### config.mk
export PLATFORM = sky130hd
export DESIGN_NAME = pll_reconfig_ctrl
export DESIGN_NICKNAME = d
export VERILOG_FILES = /design/src/rtl/pll_reconfig_ctrl.sv
export SDC_FILE = /design/constraint.sdc
export NUM_CORES = 1
export LEC_CHECK = 0
export ABC_AREA = 1
export CAP_MARGIN = 10
export CORE_MARGIN = 3
export CORE_UTILIZATION = 50
export DETAILED_ROUTE_END_ITERATION = 10
export GPL_TIMING_DRIVEN = 1
export PLACE_DENSITY = 0.88
export SLEW_MARGIN = 10
export SYNTH_ARGS = -nofsm -noshare
export SYNTH_HDL_FRONTEND = slang
export SYNTH_SLANG_ARGS = --single-unit
### constraint.sdc
create_clock -name clk -period 7.95 [get_ports clk]
set_input_delay 1.1925 -clock clk [delete_from_list [all_inputs] [get_ports clk]]
set_output_delay 1.1925 -clock clk [all_outputs]
set_load 0.02 [all_outputs]
### src/rtl/pll_reconfig_ctrl.sv
// pll_reconfig_ctrl: sequences power-up locking and dynamic reconfiguration of a hard PLL.
// Latches a new divider/duty/phase set, pulses pll_rst, waits for a stable synchronised
// lock and retries on timeout.
// Optional feature macro: PLL_AUTO_RELOCK_EN -- when defined, loss of lock while idle
// re-runs the reset/lock sequence with the current settings.
module pll_reconfig_ctrl #(
  parameter int unsigned RST_CYCLES   = 16,
  parameter int unsigned LOCK_TIMEOUT = 100000,
  parameter int unsigned LOCK_STABLE  = 64,
  parameter int unsigned MAX_RETRY    = 3,
  parameter int unsigned DEF_IDIV     = 2,
  parameter int unsigned DEF_FDIV     = 32,
  parameter int unsigned DEF_ODIV     = 100,
  parameter int unsigned DEF_DUTY     = 100,
  parameter int unsigned DEF_PHASE    = 16
) (
  input  logic        clk,
  input  logic        rst,
  input  logic        cfg_valid,
  output logic        cfg_ready,
  input  logic [9:0]  cfg_idiv,
  input  logic [9:0]  cfg_fdiv,
  input  logic [9:0]  cfg_odiv0,
  input  logic [9:0]  cfg_odiv1,
  input  logic [9:0]  cfg_duty0,
  input  logic [9:0]  cfg_duty1,
  input  logic [12:0] cfg_phase0,
  input  logic [12:0] cfg_phase1,
  output logic [9:0]  dyn_idiv,
  output logic [9:0]  dyn_fdiv,
  output logic [9:0]  dyn_odiv0,
  output logic [9:0]  dyn_odiv1,
  output logic [9:0]  dyn_duty0,
  output logic [9:0]  dyn_duty1,
  output logic [12:0] dyn_phase0,
  output logic [12:0] dyn_phase1,
  output logic        pll_rst,
  input  logic        pll_lock,
  output logic        locked,
  output logic        busy,
  output logic        cfg_done,
  output logic        cfg_err,
  output logic        lock_lost
);

  localparam int unsigned DW  = 10;
  localparam int unsigned PW  = 13;
  localparam int unsigned RCW = (RST_CYCLES > 1) ? $clog2(RST_CYCLES) : 1;
  localparam int unsigned TW  = ($clog2(LOCK_TIMEOUT) > 17) ? $clog2(LOCK_TIMEOUT) : 17;
  localparam int unsigned SCW = (LOCK_STABLE > 1) ? $clog2(LOCK_STABLE) : 1;

  localparam logic [RCW-1:0] RST_LAST  = RCW'(RST_CYCLES - 1);
  localparam logic [TW-1:0]  TO_LAST   = TW'(LOCK_TIMEOUT - 1);
  localparam logic [SCW-1:0] STAB_LAST = SCW'(LOCK_STABLE - 1);
  localparam logic [2:0]     RETRY_MAX = 3'(MAX_RETRY);

  typedef struct packed {
    logic [DW-1:0] idiv;
    logic [DW-1:0] fdiv;
    logic [DW-1:0] odiv0;
    logic [DW-1:0] odiv1;
    logic [DW-1:0] duty0;
    logic [DW-1:0] duty1;
    logic [PW-1:0] phase0;
    logic [PW-1:0] phase1;
  } pll_cfg_t;

  localparam pll_cfg_t DEF_CFG = '{
    idiv:   DW'(DEF_IDIV),
    fdiv:   DW'(DEF_FDIV),
    odiv0:  DW'(DEF_ODIV),
    odiv1:  DW'(DEF_ODIV),
    duty0:  DW'(DEF_DUTY),
    duty1:  DW'(DEF_DUTY),
    phase0: PW'(DEF_PHASE),
    phase1: PW'(DEF_PHASE)
  };

  typedef enum logic [2:0] {
    S_IDLE      = 3'd0,
    S_CHECK     = 3'd1,
    S_RST_HOLD  = 3'd2,
    S_WAIT_LOCK = 3'd3,
    S_STABLE    = 3'd4,
    S_ERROR     = 3'd5
  } state_t;

  state_t         state;
  pll_cfg_t       cap_cfg;
  pll_cfg_t       dyn_cfg;
  pll_cfg_t       cfg_in_c;
  logic           lock_meta;
  logic           lock_s;
  logic [RCW-1:0] rst_cnt;
  logic [TW-1:0]  wait_cnt;
  logic [SCW-1:0] stab_cnt;
  logic [2:0]     retry_cnt;
  logic           accept_c;
  logic           cap_bad_c;

  assign cfg_in_c = '{
    idiv:   cfg_idiv,
    fdiv:   cfg_fdiv,
    odiv0:  cfg_odiv0,
    odiv1:  cfg_odiv1,
    duty0:  cfg_duty0,
    duty1:  cfg_duty1,
    phase0: cfg_phase0,
    phase1: cfg_phase1
  };

  // A transfer happens only while the controller advertises ready (IDLE or ERROR).
  assign accept_c  = cfg_valid & cfg_ready;

  // Any zero divider would stall the PLL, so such a set is rejected outright.
  assign cap_bad_c = (cap_cfg.idiv  == '0) || (cap_cfg.fdiv  == '0) ||
                     (cap_cfg.odiv0 == '0) || (cap_cfg.odiv1 == '0);

  assign dyn_idiv   = dyn_cfg.idiv;
  assign dyn_fdiv   = dyn_cfg.fdiv;
  assign dyn_odiv0  = dyn_cfg.odiv0;
  assign dyn_odiv1  = dyn_cfg.odiv1;
  assign dyn_duty0  = dyn_cfg.duty0;
  assign dyn_duty1  = dyn_cfg.duty1;
  assign dyn_phase0 = dyn_cfg.phase0;
  assign dyn_phase1 = dyn_cfg.phase1;

  // Two-flop synchroniser for the asynchronous PLL lock indication.
  always_ff @(posedge clk or posedge rst) begin
    if (rst) begin
      lock_meta <= 1'b0;
      lock_s    <= 1'b0;
    end else begin
      lock_meta <= pll_lock;
      lock_s    <= lock_meta;
    end
  end

  // Reconfiguration sequencer with registered outputs; reset starts the power-up sequence.
  always_ff @(posedge clk or posedge rst) begin
    if (rst) begin
      state     <= S_RST_HOLD;
      cap_cfg   <= DEF_CFG;
      dyn_cfg   <= DEF_CFG;
      pll_rst   <= 1'b1;
      cfg_ready <= 1'b0;
      locked    <= 1'b0;
      busy      <= 1'b1;
      cfg_done  <= 1'b0;
      cfg_err   <= 1'b0;
      lock_lost <= 1'b0;
      rst_cnt   <= '0;
      wait_cnt  <= '0;
      stab_cnt  <= '0;
      retry_cnt <= '0;
    end else begin
      cfg_done <= 1'b0;
      cfg_err  <= 1'b0;
      case (state)
        S_IDLE: begin
          locked <= lock_s;
          if (accept_c) begin
            cap_cfg   <= cfg_in_c;
            lock_lost <= 1'b0;
            cfg_ready <= 1'b0;
            busy      <= 1'b1;
            state     <= S_CHECK;
          end else if (locked && !lock_s) begin
            lock_lost <= 1'b1;
`ifdef PLL_AUTO_RELOCK_EN
            retry_cnt <= '0;
            rst_cnt   <= '0;
            pll_rst   <= 1'b1;
            cfg_ready <= 1'b0;
            busy      <= 1'b1;
            state     <= S_RST_HOLD;
`endif
          end
        end

        S_ERROR: begin
          locked  <= 1'b0;
          pll_rst <= 1'b0;
          if (accept_c) begin
            cap_cfg   <= cfg_in_c;
            lock_lost <= 1'b0;
            cfg_ready <= 1'b0;
            busy      <= 1'b1;
            state     <= S_CHECK;
          end
        end

        S_CHECK: begin
          if (cap_bad_c) begin
            cfg_err   <= 1'b1;
            cfg_ready <= 1'b1;
            busy      <= 1'b0;
            state     <= S_IDLE;
          end else begin
            dyn_cfg   <= cap_cfg;
            retry_cnt <= '0;
            rst_cnt   <= '0;
            pll_rst   <= 1'b1;
            locked    <= 1'b0;
            state     <= S_RST_HOLD;
          end
        end

        S_RST_HOLD: begin
          if (rst_cnt == RST_LAST) begin
            pll_rst  <= 1'b0;
            wait_cnt <= '0;
            state    <= S_WAIT_LOCK;
          end else begin
            rst_cnt <= rst_cnt + 1'b1;
          end
        end

        S_WAIT_LOCK: begin
          if (wait_cnt < TO_LAST) begin
            wait_cnt <= wait_cnt + 1'b1;
          end
          if (lock_s) begin
            stab_cnt <= '0;
            state    <= S_STABLE;
          end else if (wait_cnt >= TO_LAST) begin
            if (retry_cnt < RETRY_MAX) begin
              retry_cnt <= retry_cnt + 1'b1;
              rst_cnt   <= '0;
              pll_rst   <= 1'b1;
              state     <= S_RST_HOLD;
            end else begin
              cfg_err   <= 1'b1;
              cfg_ready <= 1'b1;
              busy      <= 1'b0;
              state     <= S_ERROR;
            end
          end
        end

        S_STABLE: begin
          // The timeout budget keeps running so a chattering lock cannot extend it.
          if (wait_cnt < TO_LAST) begin
            wait_cnt <= wait_cnt + 1'b1;
          end
          if (!lock_s) begin
            state <= S_WAIT_LOCK;
          end else if (stab_cnt == STAB_LAST) begin
            cfg_done  <= 1'b1;
            locked    <= 1'b1;
            cfg_ready <= 1'b1;
            busy      <= 1'b0;
            state     <= S_IDLE;
          end else begin
            stab_cnt <= stab_cnt + 1'b1;
          end
        end

        default: begin
          rst_cnt <= '0;
          pll_rst <= 1'b1;
          busy    <= 1'b1;
          state   <= S_RST_HOLD;
        end
      endcase
    end
  end

endmodule
# After elaboration in Yosys (flattened, before gate mapping)
# Cells that the tools add are included.
dict set report word_totals {
  register_bits 214
  latch_bits 0
  mem_bits_rw 0
  rom_bits 0
  inputBits 90
  output_inout_bits 93
  elab_cells 161
  mem_count 0
}
dict set report classes {
  add_sub_neg 4
  n_mul 0
  div 0
  n_lt_le_gt_ge 3
  eq_ne 25
  n_shift 0
  mux 62
  n_bitwise 5
  n_reduce_logical 32
}
# op count
set ops {}
lappend ops {{10-bit zero test} 4}
lappend ops {{17-bit 2-to-1 mux} 2}
lappend ops {{17-bit one-hot mux with 2 select lines} 1}
lappend ops {{3-bit 2-to-1 mux} 11}
lappend ops {{1-bit 2-to-1 mux} 29}
lappend ops {{2-bit inequality test (second input constant)} 13}
lappend ops {{4-bit 2-to-1 mux} 5}
lappend ops {{6-bit 2-to-1 mux} 3}
lappend ops {{17-bit by 1-bit adder with 17-bit output (second input constant)} 1}
lappend ops {{17-bit greater-or-equal comparator (second input constant)} 1}
lappend ops {{17-bit < comparator (second input constant)} 1}
lappend ops {{4-bit one-hot mux with 4 select lines} 1}
lappend ops {{8-bit AND reduction} 2}
lappend ops {{3-bit one-hot mux with 5 select lines} 1}
lappend ops {{6-bit one-hot mux with 2 select lines} 1}
lappend ops {{4-bit AND reduction} 3}
lappend ops {{6-bit AND reduction} 2}
lappend ops {{1-bit one-hot mux with 5 select lines} 2}
lappend ops {{3-bit inequality test (second input constant)} 3}
lappend ops {{1-bit one-hot mux with 4 select lines} 2}
lappend ops {{2-bit nonzero test} 4}
lappend ops {{4-bit nonzero test} 2}
lappend ops {{6-bit by 1-bit adder with 6-bit output (second input constant)} 1}
lappend ops {{3-bit by 2-bit equality test with 1-bit output (second input constant)} 2}
lappend ops {{22 further kinds} 34}

# Longest topological paths before layout
# Gate-level depths: netlist of the first run.
dict set report depth {
  word_depth 6
  depth_mapped 12
}

# Least setup slack after synthesis of the first run
# No wires, ideal clock.
dict set report synth_timing {
  path_type {input -> register}
  startpoint {in cfg_valid}
  endpoint {reg state[2]}
  setup_time_ns 0.117
  arrival_ns 1.842
  slack_ns 5.990
  path_stages 7
  n_path_buf 0
  cell_sequence {nand2_1 > nand2_1 > nand2_1 > nor2_1 > nand2_1 > nand2_1 > nand2_1}
}
dict set report synth_via {
  elab_chain_cells 3
}
# element line
set synth_lines {}
lappend synth_lines {{from (decl)} 19} ;# input logic cfg_valid,
lappend synth_lines {{1-bit bitwise AND} 113} ;# assign accept_c = cfg_valid & cfg_ready;
lappend synth_lines {{2-bit by 1-bit inequality test with 1-bit output (no source line)} n/a}
lappend synth_lines {{4-bit AND reduction (no source line)} n/a}
lappend synth_lines {{to (signal assigned)} 142} ;# state <= S_RST_HOLD;
lappend synth_lines {{to (signal assigned)} 167} ;# state <= S_CHECK;
lappend synth_lines {{to (signal assigned)} 189} ;# state <= S_CHECK;
lappend synth_lines {{to (decl)} 88} ;# state_t state;
# Every way passes these cells.
# A chain may end at the register's enable or synchronous reset.

# Final worst setup path of the first run
dict set report layout_timing {
  startpoint {in cfg_valid}
  endpoint {reg cap_cfg[54] (netlist bit)}
}
dict set report layout_via {
  elab_chain_cells 2
}
# element line
set layout_lines {}
lappend layout_lines {{1-bit bitwise AND} 113}
lappend layout_lines {{2-bit AND reduction (no source line)} n/a}
lappend layout_lines {{to (signal assigned)} 163} ;# cap_cfg <= cfg_in_c;
lappend layout_lines {{to (signal assigned)} 185} ;# cap_cfg <= cfg_in_c;
lappend layout_lines {{to (decl)} 89} ;# pll_cfg_t cap_cfg;
# Every way passes these cells.

==> impl_metrics.py, run 1 <==
metrics = {
    "run_status": {
        "status": "finished, final reports clean",
    },
    "timing": {
        "min_period_ps": 3270,
        "setup_violations": 0,
        "relSlewSlack": 0.237,
        "fin_setup_tns_ps": 0,
        "slew_viol_final": 0,
        "rsz0062_at_grt": "false",
        "hold_viol_final": 0,
        "finalClockSkew_ps": 9.11,
        "fmax_mhz": 306,
        "min_period_over_period": 0.411,
        "worstMarginPinSlew_ps": 1140,
    },
    "setup_path": {
        "cp.required_ps": 8350,
        "crit_type": "in2reg",
        "cp_max_fo": 110,
        "arrival_ps": 3670,
        "crit_path_end_kind": "register",
        "start_kind": "primary input",
    },
    "logic_synthesis": {
        "synth-simple-area-share": 0.220,
        "synth_top_family_by_area": "simple AND/OR/NAND/NOR gates",
        "synth_cell_type_count": 33,
        "synth_compound_area_frac": 0.101,
        "syn_nets": 1155,
        "ys_seq_area_frac": 0.587,
        "synth_fa_ha_area_frac": 0.00544,
        "synth_xor_xnor_area_share": 0.0114,
        "yosys.area.top_type": "dfrtp_1",
        "ys_seq_elements": 214,
        "synthMuxAreaShare": 0,
        "yosys_warnings": 0,
        "avgSynthCellArea_um2": 8.67,
        "synth_area_leaders": "dfrtp_1, nand2_1, dfstp_2",
        "yosysTopAreaCellShare": 0.487,
        "synthCells": 1061,
        "syn_area_um2": 9200,
    },
    "global_routing": {
        "track_usage": 0.218,
        "grt-ovfl-total": 0,
        "grt_pass1_vias": 7381,
        "grt_pass1_wl_mm": 36.1,
        "grt_max_degree": 145,
        "antenna_found_initial": 0,
    },
    "layout": {
        "multi_input_comb_area_um2": 3120,
        "final_nets": 1324,
        "drive_gt1_frac": 0.0883,
        "nFillCells": 1380,
        "final_common_cell": "nand2_1",
        "seq_area_um2": 5400,
        "final_cell_mix": "nand2_1, clkdlybuf4s50_1, dfrtp_1",
        "syn2layout_area_growth_pct": 29.7,
        "antenna_cells": 0,
    },
    "placement": {
        "place.port_buffers": 182,
        "place.gp.congestion": 0.907,
        "dpl.hpwl_mm": 14.7,
    },
    "cts": {
        "cts_resized": 0,
        "cts_tree": "built",
        "htreeDepth": 1,
        "hold_buffers": 0,
        "clockBufferDepth": 3,
        "cts.sinks": 214,
        "path_clk_slew_ps": 60,
        "clkLatencyLatePin_ps": 500,
        "post_cts_buffers": 0,
        "numCtsBuffers": 22,
        "clockRootBuffer": "clkbuf_16",
    },
    "detailed_routing": {
        "dr.pass1.iters": 5,
        "wl_per_cell_um": 14.7,
        "drt-total-wl_mm": 21.6,
        "antenna_left": 0,
        "via_count": 7491,
        "drtIter0Drc": 522,
        "viasPerCell": 5.09,
        "remaining_drc_errors": 0,
    },
    "die": {
        "start_util": 0.521,
        "die_h_um": 142,
        "dieArea_um2": 20100,
        "ios": 183,
        "rows": 48,
        "coreArea_um2": 17700,
        "die_x_um": 142,
    },
    "power": {
        "power.density_nw_per_um2": 195,
        "combinationalPowerShare": 0.031,
        "ir_worst_vdd_uv": 133,
        "power.switching_mw": 0.456,
        "p_clk_frac": 0.501,
        "p_sw_frac": 0.196,
        "p_seq_frac": 0.468,
        "p_leak_nw": 5.64,
        "finalPower_mw": 2.33,
        "p_int_mw": 1.88,
    },
    "worst_hold_path": {
        "min_path_type": "reg2reg",
    },
    "job": {
        "maxCapViolCount": 0,
    },
}
==> stage by stage <==
| stage | util | cells | worst slack [ps] | hold WS (ps) | cell area (um^2) |
|---|---|---|---|---|---|
| after detailed placement | 0.629 | 1431 | 4210 | 359 | 11100 |
| after CTS | 0.676 | 1471 | 4720 | 372 | 11900 |
| after global routing | 0.676 | 1471 | 4450 | 375 | 11900 |
| after floorplan | - | 1061 | 964 | 331 | 9200 |
| after global placement | 0.629 | 1431 | 4340 | 334 | 11100 |
| final | 0.676 | 1471 | 4680 | 374 | 11900 |
==> worst max-delay path: stages <==
cell and delay, ps:
clkdlybuf4s50_1 460, nand2_1 110, nor2_4 400, buf_4 400
buf_4 750, nand2_1 150, o21ai_0 140
==> area by class of cell <==
type,count,area share
flip-flops and latches,214,0.452
clock buffers,30,0.0520
inverters,117,0.0374
repair buffers,186,0.155
clock inverters,10,0.0177
multi-input cells,689,0.262
well taps,225,0.0236
==> flip-flops by register name (all words and copies together), names as in the netlist <==
register,flops
dyn_phase1,13
wait_cnt,17
dyn_phase0,13
dyn_fdiv,10
locked,1
cfg_done,1
stab_cnt,6
retry_cnt,3
cfg_err,1
dyn_odiv1,10
state,3
dyn_odiv0,10
pll_rst,1
dyn_duty0,10
lock_s,1
busy,1
dyn_idiv,10
dyn_duty1,10
rst_cnt,4
cfg_ready,1
lock_lost,1
lock_meta,1
cap_cfg,86
==> routing by layer <==
| metal | wire length [um] | vias up | track usage |
|---|---|---|---|
| met5 | 0 | - | 0 |
| met4 | 571 | 0 | 0.0646 |
| met3 | 1310 | 41 | 0.0374 |
| met2 | 10400 | 236 | 0.358 |
| met1 | 9390 | 3555 | 0.300 |
| li1 | - | 3659 | - |
==> final timing paths <==
| check | cells after the start | startpoint | slack (ps) | end |
|---|---|---|---|---|
| worst max-delay path | 7 | cfg_valid | 4680 | cap_cfg[54] |
| worst min register to register | 0 | lock_meta | 370 | lock_s |
| worst max register to register | 9 | state[0] | 5040 | cap_cfg[54] |
| worst min-delay path | 0 | lock_meta | 370 | lock_s |
| max in group asynchronous | 3 | rst | 5160 | cap_cfg[37] |
| min in group asynchronous | 2 | rst | 1310 | wait_cnt[0] |
==> power by group through the flow <==
| stage | combinational (mW) | sequential (mW) | clock, mW |
|---|---|---|---|
| after detailed placement | 0.0731 | 1.11 | 0 |
| after global placement | 0.0731 | 1.11 | 0 |
| final | 0.0719 | 1.09 | 1.17 |
| after floorplan | 0.0172 | 1.11 | 0 |
| after global routing | 0.0787 | 1.09 | 1.23 |
| after CTS | 0.0736 | 1.09 | 1.19 |
==> cells by family after synthesis <==
logic type | count (synthesis)
flip-flops | 214
buffers and inverters | 158
AND/OR/NAND/NOR | 496
XOR/XNOR | 12
AO/OA/AOI/OAI | 177
adder cells (fa/ha/maj) | 4
==> synth_stat cells <==
| master | instances |
|---|---|
| nand2_1 | 353 |
| dfrtp_1 | 179 |
| o21ai_0 | 112 |
| inv_1 | 106 |
| nor2_1 | 69 |
| o21ai_1 | 46 |
| nand3_1 | 39 |
| dfstp_2 | 35 |
| buf_2 | 23 |
| buf_4 | 11 |
| xor2_1 | 11 |
| nor3_1 | 10 |
| inv_2 | 9 |
| a21oi_1 | 8 |
| o21ai_2 | 6 |
| clkbuf_1 | 4 |
| ha_1 | 4 |
| nand2_2 | 4 |
| nand3b_1 | 4 |
| nand4_1 | 4 |
| nor2_4 | 4 |
| buf_6 | 3 |
| nor2_2 | 3 |
| or2_2 | 3 |
| clkinv_1 | 2 |
| nand3_2 | 2 |
| a21oi_2 | 1 |
| a21oi_4 | 1 |
| a31oi_1 | 1 |
| nor3_4 | 1 |
| o2111ai_1 | 1 |
| o32ai_1 | 1 |
| xnor2_1 | 1 |
Power figures use the tool's default switching activity.
==> inputs of run 2 (changes only) <==
Settings changed: CORE_UTILIZATION 50 to 47, PLACE_DENSITY 0.88 to 0.87.
Clock period 7.95 ns to 3 ns, I/O delays scaled along.
==> run 2 against run 1 <==
Against the previous run: sequential power grew to 2.7 times the previous value; worst setup slack worse by 3800 ps; critical path depth is 4 higher; design area is 0.93% higher; worst hold slack worse by 14 ps; count of clock-buffer cells in the layout is 4 higher; critical endpoint is now cfg_ready.
==> impl_metrics.py, run 2 (synthesis results as in run 1) <==
metrics = {
    "detailed_routing": {
        "remaining_drc_errors": 0,
        "wl_per_cell_um": 14.3,
        "dr.pass1.iters": 5,
        "antenna_left": 0,
        "viasPerCell": 4.98,
        "drtIter0Drc": 448,
        "drt-total-wl_mm": 21.7,
        "via_count": 7533,
    },
    "timing": {
        "setup_violations": 0,
        "min_period_over_period": 0.715,
        "rsz0062_at_grt": "false",
        "holdWs_ps": 360,
        "worstMarginPinSlew_ps": 679,
        "fin_setup_tns_ps": 0,
        "fmax_mhz": 466,
        "relSlewSlack": 0.547,
        "finalClockSkew_ps": 21.5,
        "hold_viol_final": 0,
        "slew_viol_final": 0,
        "setup_ws_ps": 854,
        "min_period_ps": 2150,
    },
    "setup_path": {
        "start_kind": "register",
        "path_cells": "nor2_1 > nand3_1 > nor2_1 > nor2_1 > nand3_4 > clkinv_1 > buf_4 > nor2_1 > nand2_1 > nand2_1 > nand2_1",
        "cp_top_family": "simple AND/OR/NAND/NOR gates",
        "arrival_ps": 2540,
        "critPathBufInv": 2,
        "cp_common_cell": "nor2_1",
        "crit_path_end_kind": "register",
        "cp.required_ps": 3400,
        "slowest_delay_ps": 400,
        "crit_type": "reg2reg",
        "cp_max_fo": 37,
        "critical_path.slowest_cell": "dfrtp_1",
    },
    "cts": {
        "clockBufferDepth": 3,
        "path_clk_slew_ps": 60,
        "numCtsBuffers": 23,
        "hold_buffers": 0,
        "cts_resized": 0,
        "clockRootBuffer": "clkbuf_16",
        "clkLatencyLatePin_ps": 500,
        "htreeDepth": 1,
        "post_cts_buffers": 0,
        "cts.sinks": 214,
        "cts_tree": "built",
    },
    "global_routing": {
        "grt-ovfl-total": 0,
        "antenna_found_initial": 1,
        "track_usage": 0.205,
        "grt_pass1_vias": 7604,
        "grt_pass1_wl_mm": 36.6,
        "grt_max_degree": 101,
    },
    "layout": {
        "syn2layout_area_growth_pct": 30.9,
        "final_nets": 1330,
        "instances_no_fill": 1512,
        "final_cell_mix": "nand2_1, clkdlybuf4s50_1, dfrtp_1",
        "drive_gt1_frac": 0.0927,
        "antenna_cells": 0,
        "nFillCells": 1479,
        "final_core_utilization": 0.635,
        "reg.largest.list": "cap_cfg x86, wait_cnt x17",
        "design_area_um2": 12000,
        "largest_register_ffs": 86,
        "final_common_cell": "nand2_1",
        "top_register": "cap_cfg",
    },
    "die": {
        "die_x_um": 146,
        "rows": 50,
        "start_util": 0.485,
        "die_h_um": 146,
        "dieArea_um2": 21300,
        "ios": 183,
        "coreArea_um2": 19000,
    },
    "placement": {
        "dp.cells": 1471,
        "dpl-instance-area_um2": 11200,
        "place.gp.congestion": 0.855,
        "dpl.hpwl_mm": 15.1,
        "place.port_buffers": 182,
        "place_ws_ps": 923,
    },
    "power": {
        "p_leak_nw": 5.67,
        "power.density_nw_per_um2": 501,
        "finalPower_mw": 6.03,
        "ir_worst_vdd_uv": 473,
    },
    "worst_hold_path": {
        "min_path_type": "reg2reg",
    },
    "run_status": {
        "status": "finished, final reports clean",
    },
    "job": {
        "maxCapViolCount": 0,
    },
}
==> run 2: cell count changes in the layout (fill, tap and decap cells not counted), sizes merged <==
cell,delta
buf,+5
clkbuf,+4
bufinv,-3
clkinvlp,+2
clkinv,-1
inv,-1
==> run 2: final cells by class <==
| class | instances | area, um^2 | area share |
|---|---|---|---|
| clock inverter | 7 | 116 | 0.00966 |
| sequential | 214 | 5400 | 0.448 |
| timing repair buffer | 191 | 1950 | 0.162 |
| tap | 260 | 325 | 0.0270 |
| multi-input combinational | 689 | 3120 | 0.259 |
| clock buffer | 34 | 687 | 0.0570 |
| inverter | 117 | 443 | 0.0368 |
==> run 2: worst reg2reg max path, stage by stage, from the launching register on <==
cell and delay (ps):
dfrtp_1 400, nor2_1 180, nand3_1 100, nor2_1 160, nor2_1 120, nand3_4 310
clkinv_1 140, buf_4 220, nor2_1 240, nand2_1 80, nand2_1 70, nand2_1 40
==> run 2: path summary, 6_finish.rpt <==
kind                             start          end  slack [ps]  depth (start not counted)
max in group asynchronous          rst  dyn_idiv[1]        1790                          3
max reg2reg                cap_cfg[46]    cfg_ready         850                         11
min in group asynchronous          rst  dyn_fdiv[4]         410                          2
min reg2reg                  lock_meta       lock_s         360                          0
min                          lock_meta       lock_s         360                          0
max                        cap_cfg[46]    cfg_ready         850                         11
==> run 2: power by group <==
group,switching (mW),leakage [nW],total (mW),internal [mW]
sequential,0.00313,2.57,2.90,2.89
clock,1.10,0.393,2.94,1.84
combinational,0.0819,2.71,0.196,0.114
==> run 2: layer usage <==
layer  part of all wire  track usage
met1               0.42        0.265
met4              0.024       0.0584
met2               0.48        0.343
met3              0.070       0.0520
met5            0.00060            0
